$ cat src/rtl/fifo_dot_accum.sv
// fifo_dot_accum: pops VEC_LEN packed int8x4 words from the activation FIFO,
// multiplies each lane by a latched int8 weight and accumulates one signed
// dot product, presented on a registered valid/ready output.
//
// Output handshake: o_result is meaningful whenever o_valid=1 and is held
// stable until a rising edge where o_valid=1 and i_ready=1; that edge is the
// transfer and o_valid drops on it. o_valid never drops without i_ready.
module fifo_dot_accum #(
    parameter int VEC_LEN = 4,
    parameter int ACC_W   = 32
) (
    input  logic             i_clk,
    input  logic             i_rst,
    input  logic             i_start,
    input  logic [31:0]      i_weight,
    input  logic [31:0]      i_fifo_data,
    input  logic             i_fifo_empty,
    output logic             o_fifo_rd,
    output logic [ACC_W-1:0] o_result,
    output logic             o_valid,
    input  logic             i_ready,
    output logic             o_busy
);

    localparam int CNT_W = (VEC_LEN > 1) ? $clog2(VEC_LEN) : 1;
    localparam logic [CNT_W-1:0] LAST_IDX = CNT_W'(VEC_LEN - 1);

    typedef enum logic [1:0] {
        IDLE = 2'd0,
        RUN  = 2'd1,
        DONE = 2'd2
    } state_t;

    state_t             state;
    logic [31:0]        weight_q;
    logic [ACC_W-1:0]   acc;
    logic [CNT_W-1:0]   cnt;

    logic signed [15:0]      prod [4];
    logic signed [17:0]      word_sum;
    logic signed [ACC_W-1:0] word_sum_ext;
    logic [ACC_W-1:0]        acc_next;

    // Pop only while running and the FIFO has a word; no path from i_ready/i_start.
    assign o_fifo_rd = (state == RUN) && !i_fifo_empty;
    assign o_busy    = (state != IDLE);

    // Per-lane signed 8x8 products summed into one sign-extended word contribution.
    always_comb begin
        prod     = '{default: '0};
        word_sum = '0;
        for (int k = 0; k < 4; k++) begin
            prod[k]  = 16'($signed(i_fifo_data[8*k +: 8])) * 16'($signed(weight_q[8*k +: 8]));
            word_sum = word_sum + 18'(prod[k]);
        end
        word_sum_ext = ACC_W'(word_sum);
        acc_next     = acc + word_sum_ext;
    end

    // Control FSM plus accumulator, counter, weight and result registers.
    always_ff @(posedge i_clk or posedge i_rst) begin
        if (i_rst) begin
            state    <= IDLE;
            weight_q <= '0;
            acc      <= '0;
            cnt      <= '0;
            o_result <= '0;
            o_valid  <= 1'b0;
        end else begin
            case (state)
                IDLE: begin
                    if (i_start) begin
                        weight_q <= i_weight;
                        acc      <= '0;
                        cnt      <= '0;
                        state    <= RUN;
                    end
                end
                RUN: begin
                    if (o_fifo_rd) begin
                        acc <= acc_next;
                        cnt <= cnt + 1'b1;
                        if (cnt == LAST_IDX) begin
                            o_result <= acc_next;
                            o_valid  <= 1'b1;
                            state    <= DONE;
                        end
                    end
                end
                DONE: begin
                    if (i_ready) begin
                        o_valid <= 1'b0;
                        state   <= IDLE;
                    end
                end
                default: begin
                    o_valid <= 1'b0;
                    state   <= IDLE;
                end
            endcase
        end
    end

endmodule

$ cat config.mk
export PLATFORM = sky130hd
export DESIGN_NAME = fifo_dot_accum
export DESIGN_NICKNAME = d
export VERILOG_FILES = /design/src/rtl/fifo_dot_accum.sv
export SDC_FILE = /design/constraint.sdc
export NUM_CORES = 1
export LEC_CHECK = 0
export ABC_AREA = 1
export BUFFER_PORTS_ARGS = -buffer_cell sky130_fd_sc_hd__buf_2
export CORE_MARGIN = 4
export CORE_UTILIZATION = 35
export DETAILED_ROUTE_END_ITERATION = 8
export PLACE_DENSITY_LB_ADDON = 0.08
export SYNTH_ARGS = -nofsm -noshare
export SYNTH_HDL_FRONTEND = slang
export SYNTH_SLANG_ARGS = --single-unit
$ cat constraint.sdc
create_clock -name i_clk -period 11 [get_ports i_clk]
set_clock_uncertainty 0.2 [all_clocks]
set_input_delay 0.55 -clock i_clk [delete_from_list [all_inputs] [get_ports i_clk]]
set_output_delay 0.55 -clock i_clk [all_outputs]
set_load 0.01 [all_outputs]
# Word-level counts from Yosys, hierarchy flattened
# Index checks and enable logic that the tools add are counted.
op_classes:
  add_sub_neg: 5
  n_mul: 4
  n_eq_ne: 7
  muxes: 15
  bitwise: 1
  reduce_logical: 10
ops:
  columns: ["cell", "n"]
  rows:
  - ["multiplier 8 x 8 -> 16 bit", 4]
  - ["two-way mux 32 bit", 2]
  - ["one-hot mux 32 bit (2 select lines)", 1]
  - ["adder 32 bit", 1]
  - ["adder 17 x 16 -> 18 bit", 1]
  - ["adder 18 x 16 -> 18 bit", 1]
  - ["adder 16 x 16 -> 17 bit", 1]
  - ["two-way mux 2 bit", 6]
  - ["AND reduction 4 bit", 2]
  - ["!= test 2 bit, second input constant", 3]
  - ["one-hot mux 2 bit (3 select lines)", 1]
  - ["AND reduction 3 bit", 2]
  - ["equality test 2 bit, second input constant", 2]
  - ["one-hot mux 2 bit (2 select lines)", 1]
  - ["nonzero test 2 bit", 2]
  - ["two-way mux 1 bit", 3]
  - ["one-hot mux 1 bit (3 select lines)", 1]
  - ["adder 2 x 1 -> 2 bit, second input constant", 1]
  - ["equality test 2 x 1 -> 1 bit, second input constant", 1]
  - ["zero test 2 bit", 1]
  - ["!= test 2 x 1 -> 1 bit, second input constant", 1]
  - ["AND reduction 2 bit", 1]
  - ["logical AND 1 bit", 1]
  - ["zero test 1 bit", 1]
  - ["inverter 1 bit", 1]
word_totals:
  regBits: 101
  word_cells: 48

# Logic depth before layout (Yosys ltp)
# Gate-level depths: netlist (run 1).
logic_depth:
  depth_word: 7
  depth_mapped: 43
  mapped_depth_nobuf: 42

# Worst setup path before layout (run 1)
# Ideal clock, no wire load.
synth_timing:
  kind: "in2reg"
  startpoint: "in i_fifo_data[15]"
  endpoint: "reg acc[29]"
  setup_time_ps: 119
  t_arrival_ps: 7960
  required_time_ps: 10681
  slack_ps: 2721
  path_stages: 37
  n_path_buf: 1
  cell_sequence: "clkbuf_1 nand2_1 inv_1 fa_1 inv_1 fa_1 fa_1 inv_1 fa_1 inv_1 fa_1 inv_1 fa_1 fa_1 inv_1 fa_1 inv_1 ha_1 a21oi_1 nor2_1 nor3b_1 nand2_1 nor2_1 inv_1 nand3_1 nand2_1 inv_1 ha_1 a21oi_1 nor2_1 nor2_1 a21boi_0 nor2_1 nor2_1 nand3b_1 nand3_1 nand2_1"
synth_via:
  elab_chain_cells: 7
synth_lines:
  columns: ["item", "line_no", "text"]
  rows:
  - ["from (decl)", "16", "input logic [31:0] i_fifo_data,"]
  - ["multiplier 8 x 8 -> 16 bit", "53", "prod[k] = 16'($signed(i_fifo_data[8*k +: 8])) * 16'($signed(weight_q[8*k +: 8]));"]
  - ["adder 16 x 16 -> 17 bit", "54", "word_sum = word_sum + 18'(prod[k]);"]
  - ["adder 17 x 16 -> 18 bit", "54", null]
  - ["adder 18 x 16 -> 18 bit", "54", null]
  - ["adder 32 bit", "57", "acc_next = acc + word_sum_ext;"]
  - ["two-way mux 32 bit", "80", "if (o_fifo_rd) begin"]
  - ["one-hot mux 32 bit (2 select lines)", "70", "case (state)"]
  - ["to (signal assigned)", "81", "acc <= acc_next;"]
  - ["to (decl)", "36", "logic [ACC_W-1:0] acc;"]
# No other way between the ends. The select of a mux whose other input is x is not followed.
# A chain may end at the register's enable or synchronous reset.

# Worst setup path after layout (run 1)
layout_timing:
  startpoint: "reg weight_q[17]"
  endpoint: "reg o_result[29]"
layout_via:
  elab_chain_cells: 4
layout_lines:
  columns: ["item", "line_no", "text"]
  rows:
  - ["from (decl)", "35", "logic [31:0] weight_q;"]
  - ["from (signal assigned)", "73", "weight_q <= i_weight;"]
  - ["multiplier 8 x 8 -> 16 bit", "53", null]
  - ["adder 17 x 16 -> 18 bit", "54", null]
  - ["adder 18 x 16 -> 18 bit", "54", null]
  - ["adder 32 bit", "57", null]
  - ["to (signal assigned)", "84", "o_result <= acc_next;"]
  - ["to (decl)", "19", "output logic [ACC_W-1:0] o_result,"]
# No other way between the ends.

==> results.md, run 1 <==
- The total global routing track utilization is 18.12%.
- The number of enable-type register cells in the synthesized netlist is 0.
- When the netlist entered floorplanning its net count stood at 2,602.
- Grouping stages by cell kind, the critical path spends the most delay in adder cells.
- The floorplan die width is 229.7 um.
- Among the stages of the critical path, the cell type that occurs most often is sky130_fd_sc_hd__fa_1.
- The maximum number of pins on one net before global-route repair is 66.
- The combined buffer and inverter count along the critical path is 6.
- The number of global-route vias before repair is 13,371.
- The peak fanout along the critical path is 9.
- The cell count of the worst reg-to-reg path is 30.
- The routability congestion estimate is 0.8527.
- For this configuration, the core starts out at a cell density of a little over a third.
- The total overflow reported by the global router is 0.
- The path class of the lowest-slack min-delay path is in2reg.
- The startpoint of the lowest-slack hold path is i_weight[29].
- Data arrives at the worst endpoint at 9.61 ns.
- The category of the worst setup path launch point is a flip-flop.
- After routing, the total negative slack on setup checks comes to 0 ns.
- The fraction of the cycle the final worst path needs is 86.66%.
- In the synthesized netlist, the number of instances is between 2,000 and 2,500.
- The share of final-layout standard cells stronger than drive strength 1 is a little under a tenth.
- The floorplan die height is 229.7 um.
- The number of antenna violations at the first check in global routing is 0.
- The worst hold slack is 0.1781 ns.
- The average wire per cell in the routed design is 16.34 um.
- The level count of the clock H-tree is 3.
- The launch point of the worst reg-to-reg path is weight_q[17].
- The worst register-to-register path ends at o_result[29].
- For this run, the leading register cell type out of synthesis is sky130_fd_sc_hd__dfrtp_1.
- The count of cells resized by post-cts repair is 0.
- The final HPWL from detailed placement is 39,930 um.
- The antenna violation net count after detailed routing is 0.
- The number of warnings issued by yosys is 0.
- The end point of the worst hold path is weight_q[29].
- The final number of setup-violating endpoints is 0.
- Dividing the synthesized area by the synthesized cell count gives 8.252 um^2.
- The number of placement rows is 80.
- In this run the cell area of the synthesized design comes to 17,200 um^2.
- STA classifies the critical path endpoint as a flip-flop.
- The area growth from synthesis to layout is 7.872%.
- The largest single stage delay on the critical path is 0.72 ns.
- The number of buffers on the longest clock path is 2.
- After synthesis, flip-flops and latches occupy between 10 and 15% of the total area.
- Setup repair after global routing left no endpoint under its margin.
- The first detailed-routing pass ran for 5 iterations.
- The total count of max-transition violations in the final report came to 0.
- The worst hold path passes through 2 cells.
- The die covers 52,750 um^2.
- The maximum clock rate is between 0.1 and 0.15 GHz.
- At the later pin of the worst-skew pair, clock insertion delay measures 0.40 ns.
- For the pin with the worst max-slew slack, the measured transition is 0.9077 ns.
- The proportion of synthesized flip-flops having asynchronous set or reset is 100.0%.
- The via count is 12,614.
- Buffers placed on the I/O ports in this run total 103.
- Counting the buffers created by CTS gives 9.
- The final layout contains 2,643 nets.
- The final period demand of the worst path is 9.533 ns.
- The clock transition at the registers of the reported paths is ~0.09 ns.
- The tree built by TritonCTS fans out to around 100 sinks.
- For this block, the initial DRC count from the detailed router was 643.
- After detailed routing, the total wire length is 45,540 um.
- Counting flops and latches in the post-synthesis netlist gives 101.
- The slowest stage of the critical path is the sky130_fd_sc_hd__fa_1 cell.
- The number of instances in the placed design is 2,769.
- The post-detailed-route via-to-cell ratio is 4.526.
- The worst register-to-register path has a setup slack of around 1.5 ns.
- The first global-routing pass estimated between 70,000 and 80,000 um of wire.
- The detailed-route DRC error count is 0.
- The worst pin sits at a relative slew slack of 39.49%.
- The critical path data required time is 11.08 ns.
- The run finished with clean final reports.
- TritonCTS built the clock tree.
- The netlist uses 45 different library cells.
- 104 I/O pins were placed.
- The root buffer cell chosen for the clock tree is sky130_fd_sc_hd__clkbuf_16.
- The final instance count without filler cells is 2,787.
- The critical path is of the reg2reg type.
- After floorplanning, the core was sized to cover 48,150 um^2.
- The final hold violation count is 0.
- The utilization of the core after routing is about two fifths.
- The number of max-cap violations is 0.
synthesized netlist by cell type (5+ instances only):
cell type	number	area [um^2]
sky130_fd_sc_hd__dfrtp_1	101	2527
sky130_fd_sc_hd__a21o_1	5	37.54
sky130_fd_sc_hd__o21ai_0	43	215.2
sky130_fd_sc_hd__nor3_1	8	40.04
sky130_fd_sc_hd__a21oi_1	41	205.2
sky130_fd_sc_hd__mux2_2	28	315.3
sky130_fd_sc_hd__xnor2_1	16	140.1
sky130_fd_sc_hd__nand2_2	7	43.79
sky130_fd_sc_hd__xor2_1	16	140.1
sky130_fd_sc_hd__clkbuf_1	69	259.0
sky130_fd_sc_hd__nor2_1	88	330.3
sky130_fd_sc_hd__nand3b_1	10	75.07
sky130_fd_sc_hd__or2_2	16	100.1
sky130_fd_sc_hd__o21ai_1	13	65.06
sky130_fd_sc_hd__o21ai_2	6	52.55
sky130_fd_sc_hd__nand3_1	57	285.3
sky130_fd_sc_hd__nand2_1	468	1757
sky130_fd_sc_hd__inv_1	590	2215
sky130_fd_sc_hd__fa_1	319	6386
sky130_fd_sc_hd__ha_1	130	1627
sky130_fd_sc_hd__nand4_1	8	50.05
sky130_fd_sc_hd__buf_2	7	35.03
timing repair:
item,in CTS,in global routing
hold buffers,1,0
hold endpoints to repair,1,0
setup endpoints to repair,0,0
setup buffers,0,0
routing by layer:
layer  up-vias  wire, um  global-route usage [%]  part of all wire, %
li1       6100         -                       -                    -
met1      6314     23210                   28.21                   51
met2       187     20440                   27.79                   45
met3        13      1566                   1.968                  3.4
met4         0       328                   2.739                 0.72
met5         -         0                       0                    0
cell families (layout without fill, tap and decap cells):
group / after synthesis / after routing / synth area share, %
other cells: 0 / 1 / 0
fa+ha+maj: 449 / 449 / 46.59
mux: 28 / 28 / 1.833
compound gates: 129 / 129 / 4.409
buf+inv: 671 / 717 / 14.70
flops: 101 / 101 / 14.70
xor+xnor: 32 / 32 / 1.630
simple gates: 674 / 674 / 16.14
cell type report:
| cell class | instances | area (um^2) |
|---|---|---|
| Antenna cell | 1 | 2.502 |
| Multi-Input combinational cell | 1312 | 12150 |
| Clock inverter | 6 | 46.29 |
| Clock buffer | 10 | 229.0 |
| Sequential cell | 101 | 2527 |
| Fill cell | 5088 | 29590 |
| Tap cell | 656 | 820.8 |
| Inverter | 594 | 2232 |
| Timing Repair Buffer | 107 | 548.0 |
registers in the layout (all words and copies together) (netlist names):
signal / count
state: 2
acc: 32
cnt: 2
o_result: 32
o_valid: 1
weight_q: 32
through the flow:
step                area, um^2  setup WS (ns)
CTS                      18550          1.507
floorplan                17200          2.721
detailed placement       18260          1.393
global placement         18260          1.332
global route             18550         0.9396
finish                   18550          1.467
placed cells by master, fill, tap and decap left out, types with 9 or more instances in the layout:
| master | count |
|---|---|
| sky130_fd_sc_hd__a21oi_1 | 41 |
| sky130_fd_sc_hd__fa_1 | 319 |
| sky130_fd_sc_hd__ha_1 | 130 |
| sky130_fd_sc_hd__o21ai_1 | 13 |
| sky130_fd_sc_hd__mux2_2 | 28 |
| sky130_fd_sc_hd__nand3b_1 | 10 |
| sky130_fd_sc_hd__nand2_1 | 467 |
| sky130_fd_sc_hd__buf_2 | 103 |
| sky130_fd_sc_hd__inv_1 | 589 |
| sky130_fd_sc_hd__xnor2_1 | 16 |
| sky130_fd_sc_hd__dfrtp_1 | 101 |
| sky130_fd_sc_hd__nand3_1 | 57 |
| sky130_fd_sc_hd__xor2_1 | 16 |
| sky130_fd_sc_hd__or2_2 | 16 |
| sky130_fd_sc_hd__o21ai_0 | 43 |
| sky130_fd_sc_hd__clkbuf_16 | 9 |
| sky130_fd_sc_hd__nor2_1 | 88 |
worst max path at each step:
stage / from / end / slack [ns] / depth (start not counted)
after floorplan: i_fifo_data[15] / acc[29] / 2.72 / 37
final: weight_q[17] / o_result[29] / 1.47 / 30
after CTS: weight_q[17] / acc[23] / 1.51 / 31
after global placement: i_fifo_data[31] / acc[23] / 1.33 / 32
after global routing: weight_q[17] / o_result[20] / 0.94 / 31
after detailed placement: i_fifo_data[23] / acc[23] / 1.39 / 32
Power of run 1 is left out: the tool's default activity adds up to more than one toggle a clock period on the data nets, which glitch-free logic cannot reach.
==> run 2, diff against run 1 <==
--- a/config.mk
+++ b/config.mk
@@ -8,7 +8,7 @@
 export ABC_AREA = 1
 export BUFFER_PORTS_ARGS = -buffer_cell sky130_fd_sc_hd__buf_2
 export CORE_MARGIN = 4
-export CORE_UTILIZATION = 35
+export CORE_UTILIZATION = 45
 export DETAILED_ROUTE_END_ITERATION = 8
 export PLACE_DENSITY_LB_ADDON = 0.08
 export SYNTH_ARGS = -nofsm -noshare
==> constraint.sdc (replaced) <==
create_clock -name i_clk -period 12.3 [get_ports i_clk]
set_clock_uncertainty 0.2 [all_clocks]
set_input_delay 0.615 -clock i_clk [delete_from_list [all_inputs] [get_ports i_clk]]
set_output_delay 0.615 -clock i_clk [all_outputs]
set_load 0.01 [all_outputs]
==> run 2 against run 1 <==
  * Final area down 0.85%
  * First-iteration DRC count up 21%
  * Register-to-register slack better by 1.5 ns
  * Routed wire length is 5.9% lower
  * Clock-buffer cell count down 1
  * Critical path type unchanged
==> results.md, run 2 (synthesized netlist as in run 1, its figures left out) <==
- The global-route wire length before repair is 71,380 um.
- The die covers around 41,000 um^2.
- The routed wire length is 42,840 um.
- The critical path data required time is 12.35 ns.
- The number of buffers added to fix hold violations after cts is 0.
- The buffers inserted during post-CTS setup optimization is 0.
- The transition time of the tightest slew-check pin is ~0.84 ns.
- For the final routed database, the setup TNS stands at 0 ns.
- The maximum number of pins on one net before global-route repair is 58.
- The top cell types in the final layout, fill and taps aside, are sky130_fd_sc_hd__inv_1, sky130_fd_sc_hd__nand2_1, sky130_fd_sc_hd__fa_1.
- The antenna violation net count after detailed routing is 0.
- Max-cap violations in this run came to 0.
- Static timing analysis puts the maximum clock frequency at roughly 0.11 GHz.
- The clock network latency to the later pin of the worst-skew pair is between 0.3 and 0.4 ns.
- In this run the number of H-tree levels came out at 3.
- The share of final-layout standard cells stronger than drive strength 1 is 9.253%.
- The number of placement rows is 71.
- The post-detailed-route via-to-cell ratio is between 4 and 5.
- The number of instances in the placed design is 2,624.
- The total overflow reported by the global router is 0.
- The library cell used as clock root buffer is sky130_fd_sc_hd__clkbuf_16.
- After filler insertion, the fill cell instance count of the layout stands at 3,833.
- The kind of cell with the highest combined delay on the critical path is adder cells.
- The placeable core region is around 38,000 um^2.
- CTS saw just over 100 sinks.
- The finished layout holds about 2,600 standard cells, fillers aside.
- The cell that appears most often on the critical path is sky130_fd_sc_hd__fa_1.
- The total count of max-transition violations in the final report is 0.
- Measured on the finished design, the core utilization comes to 48.83%.
- The starting DRC count in detailed routing is 777.
- The largest single stage delay on the critical path is 0.74 ns.
- The total number of nets in the final design is 2,642.
- In this run the vertical extent of the chip is roughly 200 um.
- The final number of setup-violating endpoints is 0.
- For this run, the detailed router's first-pass iteration total came to 5.
- Counting both buffers and inverters, the worst setup path holds a total of 6.
- The library cell used most frequently in the layout, excluding fill and tap cells, is sky130_fd_sc_hd__inv_1.
- Measured along the x axis, the die boundary spans 203.5 um.
- The final period demand of the worst path is between 9 and 10 ns.
- In the final layout, the registers with the most flip-flops are acc: 32 flops, o_result: 32 flops, weight_q: 32 flops.
- In the post-route analysis, the smallest setup slack over all paths is 2.960 ns.
- Setup repair after global routing left no endpoint under its margin.
- The number of antenna violations at the first check in global routing was 0.
- The final hold violation count is 0.
- Along the worst path, the maximum fanout reaches 9.
- The count of cells resized by post-cts repair is 0.
- The total global routing track utilization is between 20% and 30%.
- The worst pin sits at a relative slew slack of about 44%.
- In this run the tool buffered the top-level ports with 103 buffer cells.
- Counting the buffers created by CTS gives 9.
- STA classifies the critical path startpoint as a flip-flop.
- The TritonCTS clock tree is yes.
- The number of buffers on the longest clock path is 2.
- For this design, the slowest cell found on the critical path is sky130_fd_sc_hd__fa_1.
- The flow ran to the end, and the final reports show no timing, DRC or antenna violations.
- After clock tree synthesis, the clock-pin slew on the worst setup and hold paths is 0.08 ns.
- From synthesis to final layout, the design area changed by 6.955%.
- The worst path uses 75.93% of the clock period.
- Timing analysis after detailed placement gives a worst setup slack of about 2.8 ns.
- The routability congestion estimate is 0.8960.
- The boundary pin count is 104.
- The data arrival time of the critical path is 9.39 ns.
- The average wire per cell in the routed design is 16.23 um.
- The number of global-route vias before repair is between 10,000 and 15,000.
- The critical path is of the reg2reg type.
- The detailed-route DRC error count is 0.
- Across all layers, the routed design uses 12,658 vias.
- The effective utilization at floorplan is a little under half.
- STA classifies the critical path endpoint as a flip-flop.
- The final HPWL from detailed placement is 37,200 um.
- The path class of the tightest hold or removal check is in2async.
- The antenna diode instance count is 0.
==> run 2: per-layer routing <==
| layer | vias to the layer above | wire (um) | GRT usage (%) |
|---|---|---|---|
| met1 | 6261 | 21610 | 35.19 |
| met4 | 0 | 387 | 3.180 |
| met2 | 282 | 18690 | 32.62 |
| li1 | 6096 | - | - |
| met3 | 19 | 2152 | 2.783 |
| met5 | - | 0 | 0 |
==> run 2: stage by stage <==
step	hold WS, ns	area, um^2
after floorplan	0.2549	17200
after global placement	0.2573	18080
after detailed placement	0.2603	18080
after CTS	0.09250	18390
after global routing	0.1374	18390
final	0.08812	18390
==> run 2: final timing paths <==
kind / start / endpoint / slack (ns) / depth (start not counted)
min reg2reg: o_result[22] / o_result[22] / 0.28 / 2
min in group i_clk: i_weight[29] / weight_q[29] / 0.25 / 2
max in group asynchronous: i_rst / weight_q[21] / 10.56 / 3
max: weight_q[24] / acc[23] / 2.96 / 31
max reg2reg: weight_q[24] / acc[23] / 2.96 / 31
min: i_rst / o_result[5] / 0.09 / 2
==> run 2: area by class of cell <==
type                       instances  area, um^2  share of cell area [%]
multi-input combinational       1312       12150                   66.03
sequential                       101        2527                   13.74
inverter                         594        2232                   12.14
tap                              511       639.4                   3.476
timing repair buffer             106       538.0                   2.925
clock buffer                       9       225.2                   1.224
clock inverter                     7       86.33                  0.4694
Power of run 2 is left out for the same reason.
==> run 3, diff against run 2 <==
==> constraint.sdc (replaced) <==
create_clock -name i_clk -period 9.04 [get_ports i_clk]
set_clock_uncertainty 0.2 [all_clocks]
set_input_delay 0.452 -clock i_clk [delete_from_list [all_inputs] [get_ports i_clk]]
set_output_delay 0.452 -clock i_clk [all_outputs]
set_load 0.01 [all_outputs]
==> run 3 against run 2 <==
  * Global-route usage rose by 0.75 points
  * Worst setup slack got worse by 2.6 ns
  * Highest routed layer unchanged
  * Critical endpoint is now o_result[21]
  * Hold slack better by 0.00056 ns
  * Die area did not move
  * Critical path type unchanged
  * Via count is 2.4% higher
==> results.md, run 3 (synthesized netlist as in run 1, its figures left out) <==
- The run finished with clean final reports.
- The combined buffer and inverter count along the critical path is 11.
- The wire-length estimate of the detail-placed layout is 38,630 um.
- The first routing iteration left 920 violations.
- Entering global routing, the biggest net connects around 70 pins.
- The kind of cell with the highest combined delay on the critical path is adder cells.
- In the global route stage, met3 resource usage came out at ~3.5%.
- The TritonCTS sink count is slightly above 100.
- The worst setup path is captured at a flip-flop.
- The repair_antennas step left the layout with diodes totalling 0.
- STA puts the critical path data arrival time at 8.76 ns.
- At the end of the flow the core is filled with cells to roughly half.
- By startpoint and endpoint, the worst setup path is classified as reg2reg.
- The final layout contains routed wiring with a total length of 44,170 um.
- Max-cap violations in this run came to 0.
- The clock transition at the registers of the reported paths is 0.10 ns.
- The critical path data required time is 9.11 ns.
- The most common cell after layout, fill and taps aside is sky130_fd_sc_hd__inv_1.
- The detailed-route DRC error count is 0.
- Port buffering added 103 buffers.
- Global routing used a little under a quarter of the available tracks across all layers.
- The area of all placed cells without fillers is 19,180 um^2.
- Clock latency on the worst-skew pair, taken at its later pin, is 0.39 ns.
- The die footprint is 41,410 um^2.
- The met1 usage in global routing is between 30% and 40%.
- The largest registers in the layout are acc: 32 flops, o_result: 32 flops, weight_q: 32 flops.
- The routability congestion estimate is 0.8791.
- The endpoint identified for the worst register-to-register timing path is o_result[21].
- The floorplan die width is ~200 um.
- After floorplanning, the core was divided into 71 placement rows.
- The critical path depth is 35.
- The maximum clock rate is 0.1151 GHz.
- The launch point of the worst reg-to-reg path is weight_q[18].
- The number of global-route vias before repair came to 13,602.
- Setup slack on the critical path of the routed design comes to approximately 0.35 ns.
- CTS built an H-tree with a depth of 3.
- Relative to the synthesized area, the layout overhead comes to 11.51%.
- In this run the register-to-register setup slack is 0.35 ns.
- The met2 layer usage reported by global route is 33.51%.
- Setup repair after global routing could not meet its margin everywhere.
- Using the TritonRoute via totals, the vias-per-cell ratio works out to roughly 4.8.
- After floorplanning, the core was sized to cover 37,670 um^2.
- The total overflow reported by the global router is 0.
- The most used routing layer is met1.
- The number of cells on the worst reg-to-reg path is 35.
- After layout, the minimum clock period comes to 8.685 ns.
- The peak fanout along the critical path is 5.
- The stage delay of the slowest cell on the critical path is 0.62 ns.
- The tightest min-delay check is of the in2reg type.
- For this configuration, the core starts out at a cell density of approximately 46%.
- The via count is 12,965.
- The transition time of the tightest slew-check pin is 0.9281 ns.
- The first-pass iteration count of the detailed router is 4.
- Setup violations remaining at the end of the flow were counted as 0.
- On the critical path, the stage with the largest delay is an instance of sky130_fd_sc_hd__fa_2.
- The number of antenna violations at the first check in global routing was 0.
- The number of buffers created by CTS is 9.
- The launching instance or port of the critical path is weight_q[18].
- The average wire per cell in the routed design is 16.25 um.
- In this run the count of I/O pins placed on the die edge is 104.
- For this run, the post-layout net count is 2,720.
- The share of final-layout standard cells stronger than drive strength 1 is roughly 14%.
- The category of the worst setup path launch point is a flip-flop.
- In the layout the commonest cells are sky130_fd_sc_hd__inv_1, sky130_fd_sc_hd__nand2_1, sky130_fd_sc_hd__fa_1.
- The number of buffers on the longest clock path is 2.
- The total count of max-transition violations in the final report is 0.
- The final hold violation count came to 0.
- The post-place instance area is 18,610 um^2.
- The headroom to the max-slew limit is 38.12%.
- The library cell used as clock root buffer is sky130_fd_sc_hd__clkbuf_16.
- The first global-routing pass estimated roughly 73,000 um of wire.
- The most critical setup path has its endpoint at o_result[21].
- Dividing the final minimum period by the clock period gives 96.08%.
- TritonCTS built the clock tree.
- The floorplan die height is 203.5 um.
- In this run the remaining antenna-violating nets after routing total 0.
- Prior to clock tree synthesis, the placed netlist has a worst setup slack of 0.01624 ns.
==> run 3: cell types whose count changed in the layout (fill, tap and decap cells not counted), sizes merged <==
cell,change
buf,+75
clkbuf,+1
clkinvlp,+3
dlygate4sd3,+1
inv,-2
==> run 3: cell type report <==
| type | instances | area [um^2] |
|---|---|---|
| Multi-Input combinational cell | 1312 | 12310 |
| Timing Repair inverter | 1 | 7.507 |
| Fill cell | 3746 | 18490 |
| Clock buffer | 9 | 225.2 |
| Timing Repair Buffer | 183 | 1131 |
| Clock inverter | 7 | 86.33 |
| Tap cell | 511 | 639.4 |
| Inverter | 594 | 2240 |
| Sequential cell | 101 | 2535 |
==> run 3: routing by layer <==
metal	wire length (um)	share of wire, %
met1	22310	51
met2	19170	43
met3	2425	5.5
met4	262	0.59
met5	0	0
==> run 3: repair_timing <==
item,4_1_cts,5_1_grt
setup buffers,0,6
resized for setup,0,47
hold endpoints to repair,31,0
endpoints found under the setup margin,0,30
hold buffers,1,0
==> run 3: per-stage QoR <==
| step | instances | setup TNS (ns) | hold WS (ns) |
|---|---|---|---|
| 2_1_floorplan | 2084 | 0 | 0.2549 |
| 3_3_place_gp | 2694 | 0 | 0.2580 |
| 3_5_place_dp | 2694 | 0 | 0.2598 |
| 4_1_cts | 2711 | 0 | 0.07232 |
| 5_1_grt | 2718 | -0.1642 | 0.08054 |
| 6_report | 2718 | 0 | 0.08868 |
==> run 3: worst min path at each step <==
stage                         to  cells after the start  slack [ns]          from
floorplan                 cnt[0]                      1        0.25        cnt[0]
global placement    o_result[17]                      2        0.26  o_result[17]
detailed placement  o_result[27]                      2        0.26  o_result[27]
CTS                 weight_q[29]                      2        0.07  i_weight[29]
global route         weight_q[5]                      2        0.08   i_weight[5]
finish              weight_q[28]                      2        0.09  i_weight[28]
==> run 3: worst register-to-register path, delay by kind of cell, from the launching register on <==
kind                       cells  cell delay, ns
and+or+nand+nor               11            1.57
DFF                            1            0.50
buffers and inverters         11            1.03
AOI/OAI and AO/OA              2            0.28
xor gates and xnor gates       1            0.15
adders and majority gates     10            4.84
Power of run 3 is left out for the same reason.
